===== config.mk =====
export PLATFORM = sky130hd
export DESIGN_NAME = traffic_accumulator
export DESIGN_NICKNAME = d
export VERILOG_FILES = /design/src/rtl/traffic_accumulator_pkg.sv /design/src/rtl/traffic_accumulator_sensor_debounce.sv /design/src/rtl/traffic_accumulator.sv
export SDC_FILE = /design/constraint.sdc
export NUM_CORES = 1
export LEC_CHECK = 0
export BUFFER_PORTS_ARGS = -buffer_cell sky130_fd_sc_hd__buf_4
export CORE_MARGIN = 3
export CORE_UTILIZATION = 49
export DETAILED_ROUTE_END_ITERATION = 10
export PLACE_DENSITY_LB_ADDON = 0.05
export REMOVE_ABC_BUFFERS = 1
export SYNTH_ARGS = -nofsm -noshare
export SYNTH_HDL_FRONTEND = slang
export SYNTH_SLANG_ARGS = --single-unit

===== constraint.sdc =====
create_clock -name CLK -period 2.82 [get_ports CLK]
set_input_delay 0.564 -clock CLK [delete_from_list [all_inputs] [get_ports CLK]]
set_output_delay 0.564 -clock CLK [all_outputs]
set_load 0.01 [all_outputs]

===== src/rtl/traffic_accumulator_pkg.sv =====
// Shared types and sizes for the per-hour traffic accumulator.
// Also carries the saturating increment used by the hour counter.
package traffic_accumulator_pkg;

  typedef enum logic {
    READ  = 1'b0,
    WRITE = 1'b1
  } op_t;

  localparam int NUM_HOURS = 24;
  localparam int CNT_W     = 10;
  localparam int HOUR_W    = 5;

  typedef enum logic [2:0] {
    INIT,
    COUNT,
    COMMIT,
    NOTIFY,
    CLEAR
  } acc_state_t;

  function automatic logic [CNT_W-1:0] sat_inc(
    input logic [CNT_W-1:0] val,
    input logic             inc,
    input logic [CNT_W-1:0] lim
  );
    if (inc && val != lim) return val + CNT_W'(1);
    return val;
  endfunction

endpackage


===== src/rtl/traffic_accumulator_sensor_debounce.sv =====
// Sensor front end: two-flop synchroniser, rising-edge detect and
// holdoff window; emits a one-cycle pulse per accepted vehicle.
module traffic_accumulator_sensor_debounce #(
  parameter int HOLDOFF = 4
) (
  input  logic clk,
  input  logic rst_n,
  input  logic sensor,
  output logic pulse
);

  localparam int HW = $clog2(HOLDOFF + 1);

  logic          s1;
  logic          s2;
  logic          s3;
  logic [HW-1:0] hold;
  logic          rise;

  assign rise  = s2 & ~s3;
  assign pulse = rise & (hold == '0);

  // Synchroniser chain plus one stage of history for edge detection.
  always_ff @(posedge clk) begin
    if (!rst_n) begin
      s1 <= 1'b0;
      s2 <= 1'b0;
      s3 <= 1'b0;
    end else begin
      s1 <= sensor;
      s2 <= s1;
      s3 <= s2;
    end
  end

  // Holdoff window: reload on acceptance, count down to zero otherwise.
  always_ff @(posedge clk) begin
    if (!rst_n) begin
      hold <= '0;
    end else if (pulse) begin
      hold <= HW'(HOLDOFF - 1);
    end else if (hold != '0) begin
      hold <= hold - HW'(1);
    end
  end

endmodule


===== src/rtl/traffic_accumulator.sv =====
// Counts debounced vehicles per hour, commits each hour into a 24-entry
// table, runs the OP1/OP2 handshake to the ranker and clears daily.
module traffic_accumulator
  import traffic_accumulator_pkg::*;
#(
  parameter int HOLDOFF     = 4,
  parameter int ACK_TIMEOUT = 16,
  parameter int CNT_MAX     = 1023
) (
  input  logic                            CLK,
  input  logic                            RST_N,
  input  logic                            SENSOR_IN,
  input  logic [HOUR_W-1:0]               HOUR,
  input  logic [5:0]                      MINUTE,
  input  logic [5:0]                      SECOND,
  input  op_t                             OP2,
  output logic [NUM_HOURS-1:0][CNT_W-1:0] TRAFFIC_DATA,
  output op_t                             OP1,
  output logic                            SAT_FLAG,
  output logic                            ACK_ERR
);

  localparam int TW = $clog2(ACK_TIMEOUT + 1);
  localparam logic [CNT_W-1:0]  LIM  = CNT_W'(CNT_MAX);
  localparam logic [HOUR_W-1:0] LAST = HOUR_W'(NUM_HOURS - 1);

  acc_state_t        state;
  acc_state_t        nstate;
  logic              evt;
  logic              counting;
  logic              hour_chg;
  logic              ack;
  logic              timeout;
  logic              notify_exit;
  logic              load;
  logic              drop;
  logic              sat_hit;
  logic [HOUR_W-1:0] prev_hour;
  logic [CNT_W-1:0]  acc;
  logic [CNT_W-1:0]  snap;
  logic [HOUR_W-1:0] commit_hour;
  logic [CNT_W-1:0]  commit_val;
  logic              pending;
  logic [HOUR_W-1:0] pend_hour;
  logic [CNT_W-1:0]  pend_val;
  logic [TW-1:0]     timer;
  logic              time_unused;

  // Wall-clock minutes/seconds are informational only.
  assign time_unused = ^{MINUTE, SECOND};

  traffic_accumulator_sensor_debounce #(
    .HOLDOFF(HOLDOFF)
  ) u_debounce (
    .clk   (CLK),
    .rst_n (RST_N),
    .sensor(SENSOR_IN),
    .pulse (evt)
  );

  assign counting    = (state != INIT);
  assign hour_chg    = counting && (HOUR != prev_hour);
  assign snap        = sat_inc(acc, evt && counting, LIM);
  assign sat_hit     = counting && evt && (acc == LIM);
  assign ack         = (OP2 == WRITE);
  assign timeout     = (timer == TW'(ACK_TIMEOUT - 1));
  assign notify_exit = (state == NOTIFY) && (ack || timeout);
  assign load        = (nstate == COMMIT);
  assign drop        = hour_chg && pending && !load;

  // State register.
  always_ff @(posedge CLK) begin
    if (!RST_N) state <= INIT;
    else        state <= nstate;
  end

  // Next-state logic; a queued commit runs as soon as the FSM is free.
  always_comb begin
    nstate = state;
    unique case (state)
      INIT:   nstate = COUNT;
      COUNT:  if (hour_chg || pending) nstate = COMMIT;
      COMMIT: nstate = NOTIFY;
      NOTIFY: begin
        if (notify_exit) begin
          if (commit_hour == LAST) nstate = CLEAR;
          else if (pending)        nstate = COMMIT;
          else                     nstate = COUNT;
        end
      end
      CLEAR:  nstate = pending ? COMMIT : COUNT;
      default: nstate = INIT;
    endcase
  end

  // Handshake output: request a ranker read for the whole NOTIFY stay.
  always_comb begin
    OP1 = (state == NOTIFY) ? READ : WRITE;
  end

  // Hour tracking: seeded in INIT, followed on every detected change.
  always_ff @(posedge CLK) begin
    if (!RST_N) begin
      prev_hour <= '0;
    end else if (state == INIT || hour_chg) begin
      prev_hour <= HOUR;
    end
  end

  // Running count for the current hour; restarts at each hour change.
  always_ff @(posedge CLK) begin
    if (!RST_N) begin
      acc <= '0;
    end else if (hour_chg) begin
      acc <= '0;
    end else if (counting) begin
      acc <= snap;
    end
  end

  // Commit staging and the one-deep queue for changes seen while busy.
  always_ff @(posedge CLK) begin
    if (!RST_N) begin
      commit_hour <= '0;
      commit_val  <= '0;
      pending     <= 1'b0;
      pend_hour   <= '0;
      pend_val    <= '0;
    end else begin
      if (load) begin
        if (pending) begin
          commit_hour <= pend_hour;
          commit_val  <= pend_val;
        end else begin
          commit_hour <= prev_hour;
          commit_val  <= snap;
        end
      end
      if (hour_chg && (pending ? load : !load)) begin
        pending   <= 1'b1;
        pend_hour <= prev_hour;
        pend_val  <= snap;
      end else if (load && pending) begin
        pending <= 1'b0;
      end
    end
  end

  // Ack timer: clocks spent in NOTIFY without a ranker response.
  always_ff @(posedge CLK) begin
    if (!RST_N) begin
      timer <= '0;
    end else if (state == NOTIFY && !notify_exit) begin
      timer <= timer + TW'(1);
    end else begin
      timer <= '0;
    end
  end

  // Per-hour table: one entry per COMMIT, wiped in CLEAR.
  always_ff @(posedge CLK) begin
    if (!RST_N) begin
      TRAFFIC_DATA <= '0;
    end else if (state == CLEAR) begin
      TRAFFIC_DATA <= '0;
    end else if (state == COMMIT) begin
      TRAFFIC_DATA[commit_hour] <= commit_val;
    end
  end

  // Saturation flag: daily sticky, a fresh saturation wins over CLEAR.
  always_ff @(posedge CLK) begin
    if (!RST_N) begin
      SAT_FLAG <= 1'b0;
    end else if (sat_hit) begin
      SAT_FLAG <= 1'b1;
    end else if (state == CLEAR) begin
      SAT_FLAG <= 1'b0;
    end
  end

  // Error flag: abandoned handshakes and dropped hour commits.
  always_ff @(posedge CLK) begin
    if (!RST_N) begin
      ACK_ERR <= 1'b0;
    end else if (drop || (state == NOTIFY && !ack && timeout)) begin
      ACK_ERR <= 1'b1;
    end
  end

endmodule


==> impl_metrics.tcl, run 1 <==
set metrics [dict create \
    drc 0 \
    die_height_um 161 \
    hold_end "u_debounce.s1$_SDFF_PN0_" \
    antenna_cells 0 \
    crit_path_start "timer[0]$_SDFF_PN0_" \
    cp_top_family "compound AO/OA/AOI/OAI gates" \
    nNetsFinal 1526 \
    cts_tree "built" \
    cts_sinks 302 \
    synth_top_family_by_area "simple AND/OR/NAND/NOR gates" \
    clock_path_buffers 3 \
    crit_buf_inv 3 \
    io_pins 264 \
    vias_per_cell 5.24 \
    num-fill-cells 2077 \
    ant_nets 0 \
    r2r_end "pend_val[8]$_SDFFE_PN0P_" \
    crit_chain "ha_1 -> and3_4 -> ha_4 -> nor2_4 -> o21ai_0 -> a21o_1 -> a211o_1 -> inv_1 -> ha_1 -> inv_1 -> o211a_4 -> buf_12 -> mux2_2 -> nor2_1" \
    crit-reg2reg-launch "timer[0]$_SDFF_PN0_" \
    peakVddDrop_uv 466 \
    ys_ff_latch 302 \
    synthXorXnorAreaFrac 0.00594 \
    rr_worst_depth 14 \
    max_stage_delay_ns 0.33 \
    wirelength_um 33100 \
    post-synth-top-count-cell "dfxtp_1" \
    fin_skew_ns 0.00889 \
    grt_start_max_net_pins 101 \
    critPathMaxFanout 6 \
    synth.area.mux_share 0.156 \
    grt_pass1_vias 9016 \
    required_ns 3.30 \
    start_util 0.501 \
    synth_top_area_frac 0.512 \
    crit_arrival_ns 3.15 \
    fmax_mhz 374 \
    slew_viol_final 0 \
    cts_inserted_buffers 31 \
    cp_slowest_cell "mux2_2" \
    setup_viol 0 \
    synth.avg_cell_area_sq_um 9.24 \
    worstSkewPairLatency_ns 0.55 \
    rrSetupSlack_ns 0.15 \
    synthArstFlopShare 0 \
    status "complete, no violations" \
    maxCapViolCount 0 \
    min_from "SENSOR_IN" \
    cts_htree_levels 1 \
    utilization 0.637 \
    core_area_sq_mm 0.0235 \
    synth_compound_area_frac 0.0698 \
    vias 9638 \
    fin_crit_ns 2.67 \
    yosysSeqAreaShare 0.512 \
    worstMarginPinSlew_ns 1.05 \
    grt_pass1_wl_um 51500 \
    synthTopCellsByArea "dfxtp_1 51%, mux2i_1 15%, nor2_1 6.2%, nand3_1 4.3%, nand2_1 4.2%" \
    ys_warn_count 0 \
    place.gp.congestion 0.899 \
    layout-drive-gt1-share 0.242 \
    core.rowCount 56 \
    grt_usage 0.245 \
    dpl.hpwl_um 22100 \
    area_growth_pct 27.0 \
    syn_area_sq_mm 0.0118 \
    die_w_um 161 \
    worst-setup-path-type "reg -> reg" \
    synth-edff-count 0 \
    synthTopCellsByCount "302 x dfxtp_1, 195 x nor2_1, 176 x mux2i_1, 133 x nand2_1, 102 x nand3_1" \
    seq_area_sq_mm 0.00605 \
    hold_viol 0 \
    p_leak_nw 6.08 \
    crit_path_end_kind "flip-flop" \
    rsz0062_at_grt "no" \
    setup_tns_ns 0 \
    root_buffer "clkbuf_16" \
    antenna_found_initial 0 \
    power_density_mw_per_mm2 596 \
    synth-simple-area-share 0.203 \
    start_kind "flip-flop" \
    hold_class "in -> reg" \
    multi_input_area_sq_mm 0.00525 \
    min_period_over_period 0.948 \
    hold_depth 2 \
    dr.pass1.iters 5 \
    synth_cells 1277 \
    overflow 0 \
    cts_hold_buf 0 \
    fp.dieArea_sq_mm 0.0260 \
    initialDrtViolationCount 755 \
    yosys.cell_types.count 63 \
    slew_headroom 0.302 \
    synthFlopType "dfxtp_1" \
    synth_adder_area_share 0.00636 \
    wire_per_inst_um 18.0 \
    clk_pin_slew_ns 0.06 \
    yosysTopAreaCell "dfxtp_1" \
    holdWs_ns 0.227 \
    io_buffers 251 \
]
stage by stage:
step | total power, W | std cells | worst slack (ns) | instance area, sq um
after floorplan | 0.00493 | 1171 | -3.03 | 11300
after global placement | 0.00522 | 1784 | 0.0266 | 14000
after detailed placement | 0.00523 | 1784 | -0.0304 | 14000
after CTS | 0.00901 | 1837 | 0.00537 | 15000
after global routing | 0.00928 | 1838 | 0.00519 | 15000
final | 0.00894 | 1838 | 0.146 | 15000
state kept, by name, summed over array words and instances (netlist names):
register	count
TRAFFIC_DATA	240
acc	10
commit_val	10
pend_val	10
commit_hour	5
pend_hour	5
prev_hour	5
timer	5
state	3
u_debounce.hold	3
ACK_ERR	1
SAT_FLAG	1
pending	1
u_debounce.s1	1
u_debounce.s2	1
u_debounce.s3	1
cells in the final DEF, fill, tap and decap left out, types with 6 or more instances in the layout:
cell type / n
nand3_1: 102
buf_4: 288
mux2i_1: 176
nand2_1: 132
nor2_4: 6
nand4_1: 7
nor2_1: 194
or3_1: 6
and2_1: 13
xnor2_1: 6
inv_1: 22
a21oi_1: 94
buf_12: 6
clkbuf_16: 31
dfxtp_1: 302
mux2_2: 7
a211oi_1: 7
o21ai_0: 11
clkbuf_1: 15
worst max path at each step:
stage                                          to  slack, ns  cells after the start
finish                   pend_val[8]$_SDFFE_PN0P_       0.15                     14
global route             pend_val[8]$_SDFFE_PN0P_      0.005                     14
CTS                      pend_val[8]$_SDFFE_PN0P_      0.005                     14
detailed placement      pend_hour[1]$_SDFFE_PN0P_      -0.03                     14
global placement        pend_hour[1]$_SDFFE_PN0P_       0.03                     12
floorplan           TRAFFIC_DATA[20]$_SDFFE_PP0P_      -3.03                      5
layout make-up:
class                   count  area share
clock inverters             4     0.00300
inverters                  22     0.00551
well taps                 319      0.0266
flip-flops and latches    302       0.403
clock buffers              49      0.0583
multi-input cells         847       0.350
repair buffers            295       0.153
timing repair:
action,in CTS,in global routing
setup endpoints to repair,6,15
pin swaps,0,2
buffers inserted,0,1
resized for setup,2,5
endpoints found under the hold margin,0,0
gates cloned,0,0
routing by layer:
metal | up-vias | routed length [um] | track usage
met5 | - | 0 | 0
met4 | 0 | 974 | 0.0755
met3 | 63 | 1960 | 0.0346
met2 | 287 | 15300 | 0.397
met1 | 4523 | 14900 | 0.343
li1 | 4765 | - | -
report_power, final:
group	switching (W)	leakage (nW)	internal, W
Clock	0.00161	0.447	0.00219
Sequential	0.0000796	2.44	0.00434
Combinational	0.000436	3.20	0.000289
Total	0.00212	6.08	0.00681
cells by family after synthesis:
| kind of cell | Yosys count |
|---|---|
| fa+ha+maj | 6 |
| mux | 183 |
| buf+inv | 128 |
| xor+xnor | 8 |
| flops | 302 |
| simple gates | 509 |
| compound gates | 141 |
Power figures use the tool's default switching activity.
==> run 2: changes to the inputs <==
--- a/config.mk
+++ b/config.mk
@@ -11,3 +11,3 @@
 export DETAILED_ROUTE_END_ITERATION = 10
-export PLACE_DENSITY_LB_ADDON = 0.05
+export PLACE_DENSITY = 0.76
 export REMOVE_ABC_BUFFERS = 1
==> constraint.sdc (replaced) <==
create_clock -name CLK -period 2.82 [get_ports CLK]
set_input_delay 0.141 -clock CLK [delete_from_list [all_inputs] [get_ports CLK]]
set_output_delay 0.141 -clock CLK [all_outputs]
set_load 0.01 [all_outputs]
==> impl_metrics.tcl, run 2 (synthesis results as in run 1) <==
set metrics [dict create \
    core_area_sq_mm 0.0235 \
    dp.cells 1776 \
    final_cells 1840 \
    io_pins 264 \
    wl_met2_um 15700 \
    root_buffer "clkbuf_16" \
    wl_met1_um 14300 \
    crit-reg2reg-launch "timer[0]$_SDFF_PN0_" \
    fin_crit_ns 2.65 \
    wire_per_inst_um 18.1 \
    fin_skew_ns 0.0110 \
    fmax_mhz 378 \
    combinationalPowerShare 0.077 \
    hold_viol 0 \
    rrSetupSlack_ns 0.17 \
    p_int_w 0.00718 \
    maxCapViolCount 0 \
    core.rowCount 56 \
    place.gp.congestion 0.846 \
    start_kind "flip-flop" \
    start_util 0.501 \
    endpoint "pend_hour[2]$_SDFFE_PN0P_" \
    layout_commonest_cell "dfxtp_1" \
    rr_worst_depth 14 \
    die_height_um 161 \
    slew_viol_final 0 \
    slew_headroom 0.417 \
    cts_htree_levels 1 \
    area_growth_pct 28.0 \
    required_ns 3.22 \
    status "complete, no violations" \
    grt_start_max_net_pins 98 \
    crit_path_start "timer[0]$_SDFF_PN0_" \
    cts_sinks 302 \
    grt_pass1_wl_um 51700 \
    p_leak_nw 6.15 \
    drc 0 \
    worst-setup-path-type "reg -> reg" \
    num-fill-cells 2001 \
    r2r_end "pend_hour[2]$_SDFFE_PN0P_" \
    crit_arrival_ns 3.04 \
    fp.dieArea_sq_mm 0.0260 \
    net-switching-power_w 0.00218 \
    vias_per_cell 5.38 \
    overflow 0 \
    largest_reg_flops 240 \
    nNetsFinal 1524 \
    grt_pass1_vias 9031 \
    ant_nets 0 \
    rsz0062_at_grt "no" \
    sequentialPowerShare 0.471 \
    antenna_cells 0 \
    grt_usage 0.245 \
    clk_pin_slew_ns 0.06 \
    pwr-share-clk 0.451 \
    topRoutingLayerUsed "met4" \
    max_flop_register "TRAFFIC_DATA" \
    vias 9893 \
    min_period_over_period 0.938 \
    p_sw_frac 0.233 \
    io_buffers 251 \
    crit_path_end_kind "flip-flop" \
    worstSkewPairLatency_ns 0.55 \
    wl_met3_um 2110 \
    dr.pass1.iters 5 \
    critPathMaxFanout 5 \
    layout-drive-gt1-share 0.245 \
    cts_tree "built" \
    peakVddDrop_uv 344 \
    hold_class "in -> reg" \
    final_cell_mix "302 x dfxtp_1, 283 x buf_4, 194 x nor2_1" \
    worstMarginPinSlew_ns 0.869 \
    setup_viol 0 \
    die_w_um 161 \
    cts_inserted_buffers 30 \
    clock_path_buffers 3 \
    wirelength_um 33300 \
    antenna_found_initial 0 \
    power_density_mw_per_mm2 620 \
    initialDrtViolationCount 911 \
    holdWs_ns 0.0606 \
    dpl.hpwl_um 22000 \
]
[run 2: repair_timing]
action | 4_1_cts | 5_1_grt
resized for setup | 1 | 9
hold buffers | 6 | 0
pin swaps | 0 | 2
setup buffers | 0 | 2
hold endpoints to repair | 6 | 0
endpoints found under the setup margin | 7 | 16
[run 2: power groups by stage]
stage	clock network, W	logic (W)	registers (W)
global route	0.00447	0.000787	0.00442
CTS	0.00428	0.000692	0.00441
finish	0.00423	0.000723	0.00441
detailed placement	0	0.000679	0.00451
global placement	0	0.000663	0.00450
floorplan	0	0.000416	0.00452
[run 2: cell type report]
cell class                 count  area (sq um)  area share
timing repair buffer         294          2280       0.151
sequential                   302          6050       0.400
clock inverter                12           164      0.0108
tap                          319           399      0.0264
multi-input combinational    847          5250       0.347
clock buffer                  44           895      0.0592
inverter                      22          82.6     0.00547
[run 2: critical path: stages, from the launching register on]
cell and delay [ns]:
dfxtp_1 0.32, ha_1 0.22, and3_1 0.19, ha_2 0.19
nor2_4 0.11, o21ai_0 0.08, a21o_1 0.22, a211o_1 0.28
inv_1 0.06, ha_1 0.21, inv_1 0.06, o211a_4 0.19
buf_6 0.13, mux2i_1 0.18, nor2_1 0.06
[run 2: worst min path at each step]
stage / startpoint / to / slack, ns / cells after the start
final: RST_N / pending$_SDFFE_PN0P_ / 0.06 / 2
after global routing: RST_N / pending$_SDFFE_PN0P_ / 0.08 / 2
after CTS: OP2 / timer[1]$_SDFF_PN0_ / 0.01 / 4
after detailed placement: SENSOR_IN / u_debounce.s1$_SDFF_PN0_ / 0.36 / 2
after global placement: SENSOR_IN / u_debounce.s1$_SDFF_PN0_ / 0.35 / 2
after floorplan: RST_N / pending$_SDFFE_PN0P_ / 0.26 / 1
[run 2: stage by stage]
stage / setup WS [ns] / setup TNS, ns / instance area, sq um / util / total power (W)
2_1_floorplan: -3.03 / -487.63 / 11300 / - / 0.00493
3_3_place_gp: 0.0646 / 0 / 13900 / 0.592 / 0.00517
3_5_place_dp: -0.0431 / -0.160 / 13900 / 0.592 / 0.00519
4_1_cts: 0.00660 / 0 / 15100 / 0.639 / 0.00938
5_1_grt: 0.0115 / 0 / 15100 / 0.642 / 0.00968
6_report: 0.174 / 0 / 15100 / 0.642 / 0.00936
[run 2: routing by layer]
metal,global-route usage,up-vias
met4,0.0915,0
met2,0.397,362
met5,0,-
li1,-,4753
met1,0.332,4700
met3,0.0377,78
==> run 3: changes to the inputs <==
Settings changed: BUFFER_PORTS_ARGS -buffer_cell sky130_fd_sc_hd__buf_4 to not set, CORE_UTILIZATION 49 to 57, DONT_BUFFER_PORTS set to 1, MAX_ROUTING_LAYER set to met4, PLACE_DENSITY 0.76 to 0.75.
==> impl_metrics.tcl, run 3 (synthesis results as in run 1) <==
set metrics [dict create \
    grt_pass1_vias 8134 \
    rr_worst_depth 15 \
    ant_nets 0 \
    worstMarginPinSlew_ns 0.994 \
    num-fill-cells 1641 \
    overflow 0 \
    utilization 0.652 \
    dr.pass1.iters 5 \
    clk_pin_slew_ns 0.06 \
    holdWs_ns 0.0375 \
    final_cell_mix "301 x dfxtp_1, 193 x nor2_1, 176 x mux2i_1" \
    io_pins 264 \
    die_w_um 150 \
    status "complete, no violations" \
    crit_arrival_ns 3.15 \
    layout_commonest_cell "dfxtp_1" \
    rsz0062_at_grt "yes" \
    fin_crit_ns 2.70 \
    core.rowCount 52 \
    required_ns 3.26 \
    dpl.hpwl_um 20100 \
    crit-reg2reg-launch "timer[1]$_SDFF_PN0_" \
    rrSetupSlack_ns 0.12 \
    hold_end "state[1]$_SDFF_PN0_" \
    core_area_sq_mm 0.0203 \
    p_leak_nw 4.81 \
    slew_viol_final 0 \
    slew_headroom 0.336 \
    use_met3 0.0675 \
    clock_path_buffers 3 \
    setup_tns_ns 0 \
    fin_skew_ns 0.0109 \
    cts_sinks 302 \
    hold_depth 4 \
    grt_usage 0.268 \
    fp.dieArea_sq_mm 0.0225 \
    power_density_mw_per_mm2 688 \
    root_buffer "clkbuf_16" \
    io_buffers 0 \
    wire_per_inst_um 20.4 \
    place.gp.congestion 0.861 \
    start_util 0.581 \
    vias_per_cell 5.76 \
    start_kind "flip-flop" \
    worst-setup-path-type "reg -> reg" \
    layout-drive-gt1-share 0.0973 \
    p_total_w 0.00911 \
    cts_htree_levels 1 \
    cts_inserted_buffers 29 \
    cts_tree "built" \
    setup_ws_ns 0.115 \
    hold_viol 0 \
    gr-usage-met2 0.428 \
    min_period_over_period 0.959 \
    preCtsSetupSlack_ns -0.0818 \
    largest_reg_flops 240 \
    peakVddDrop_uv 491 \
    antenna_cells 0 \
    use_met1 0.337 \
    hold_class "in -> reg" \
    maxCapViolCount 0 \
    vias 8897 \
    worstSkewPairLatency_ns 0.54 \
    setup_viol 0 \
    antenna_found_initial 0 \
    wirelength_um 31600 \
    initialDrtViolationCount 611 \
    nNetsFinal 1280 \
    critPathMaxFanout 6 \
    crit_path_end_kind "flip-flop" \
    die_height_um 150 \
    grt_start_max_net_pins 74 \
    min_from "HOUR[1]" \
    grt-busiest-layer "met2" \
    max_flop_register "TRAFFIC_DATA" \
    drc 0 \
    fmax_mhz 370 \
    r2r_end "pend_val[3]$_SDFFE_PN0P_" \
    area_growth_pct 12.2 \
    grt_pass1_wl_um 47000 \
]
## run 3: cell types whose count changed in the layout (fill, tap and decap cells not counted), sizes merged
cell	before	now
clkinv	8	3
buf	288	37
bufinv	4	3
clkinvlp	0	1
dlygate4sd3	6	13
clkbuf	44	43
inv	22	25
## run 3: critical path, cell delays in order, from the launching register on
cell and delay, ns:
dfxtp_1 0.36, ha_4 0.15, and3_4 0.19, ha_4 0.15, nor2_4 0.05, a32oi_2 0.24, o41ai_2 0.12, a211o_1 0.30
inv_1 0.06, ha_1 0.21, inv_1 0.06, o211a_1 0.19, buf_6 0.16, buf_12 0.12, nor2_1 0.04, a211oi_1 0.21
## run 3: per-stage QoR
stage	cell area, sq um	std cells
6_report	13200	1544
5_1_grt	13200	1544
2_1_floorplan	11300	1171
3_3_place_gp	12000	1474
4_1_cts	13100	1541
3_5_place_dp	12000	1474
## run 3: routing by layer
metal  part of all wire  up-vias  wire length [um]
met2               0.48      351             15200
met3              0.091       73              2880
met1               0.40     4208             12600
met5                  0        -                 0
li1                   -     4265                 -
met4              0.027        0               867
## run 3: timing repair
item                                    CTS  global route
pin swaps                                 1             8
hold buffers                             14             0
buffers inserted                          1             3
endpoints found under the setup margin    3            15
gates cloned                              0             1
gates resized for setup                   3            16
endpoints found under the hold margin    34             0
## run 3: how the worst max path moves through the flow
stage | endpoint | depth (start not counted) | slack (ns) | start
3_3_place_gp | pend_val[8]$_SDFFE_PN0P_ | 14 | 0.03 | timer[0]$_SDFF_PN0_
2_1_floorplan | TRAFFIC_DATA[20]$_SDFFE_PP0P_ | 5 | -3.03 | state[1]$_SDFF_PN0_
5_1_grt | pend_val[4]$_SDFFE_PN0P_ | 15 | -0.01 | timer[0]$_SDFF_PN0_
6_report | pend_val[3]$_SDFFE_PN0P_ | 15 | 0.12 | timer[1]$_SDFF_PN0_
4_1_cts | pend_val[6]$_SDFFE_PN0P_ | 14 | 0.004 | timer[0]$_SDFF_PN0_
3_5_place_dp | pend_val[8]$_SDFFE_PN0P_ | 14 | -0.08 | timer[0]$_SDFF_PN0_
## run 3: cell type report
cell class | count | area [sq um] | area share
Clock buffer | 42 | 835 | 0.0630
Sequential cell | 302 | 6050 | 0.457
Tap cell | 270 | 338 | 0.0255
Multi-Input combinational cell | 847 | 5300 | 0.400
Timing Repair Buffer | 51 | 503 | 0.0380
Inverter | 22 | 82.6 | 0.00624
Clock inverter | 10 | 139 | 0.0105
## run 3: where the power goes
part	internal [W]	switching (W)	total, W
combinational	0.000297	0.000433	0.000729
sequential	0.00434	0.0000910	0.00443
clock	0.00233	0.00162	0.00395
total	0.00696	0.00214	0.00911
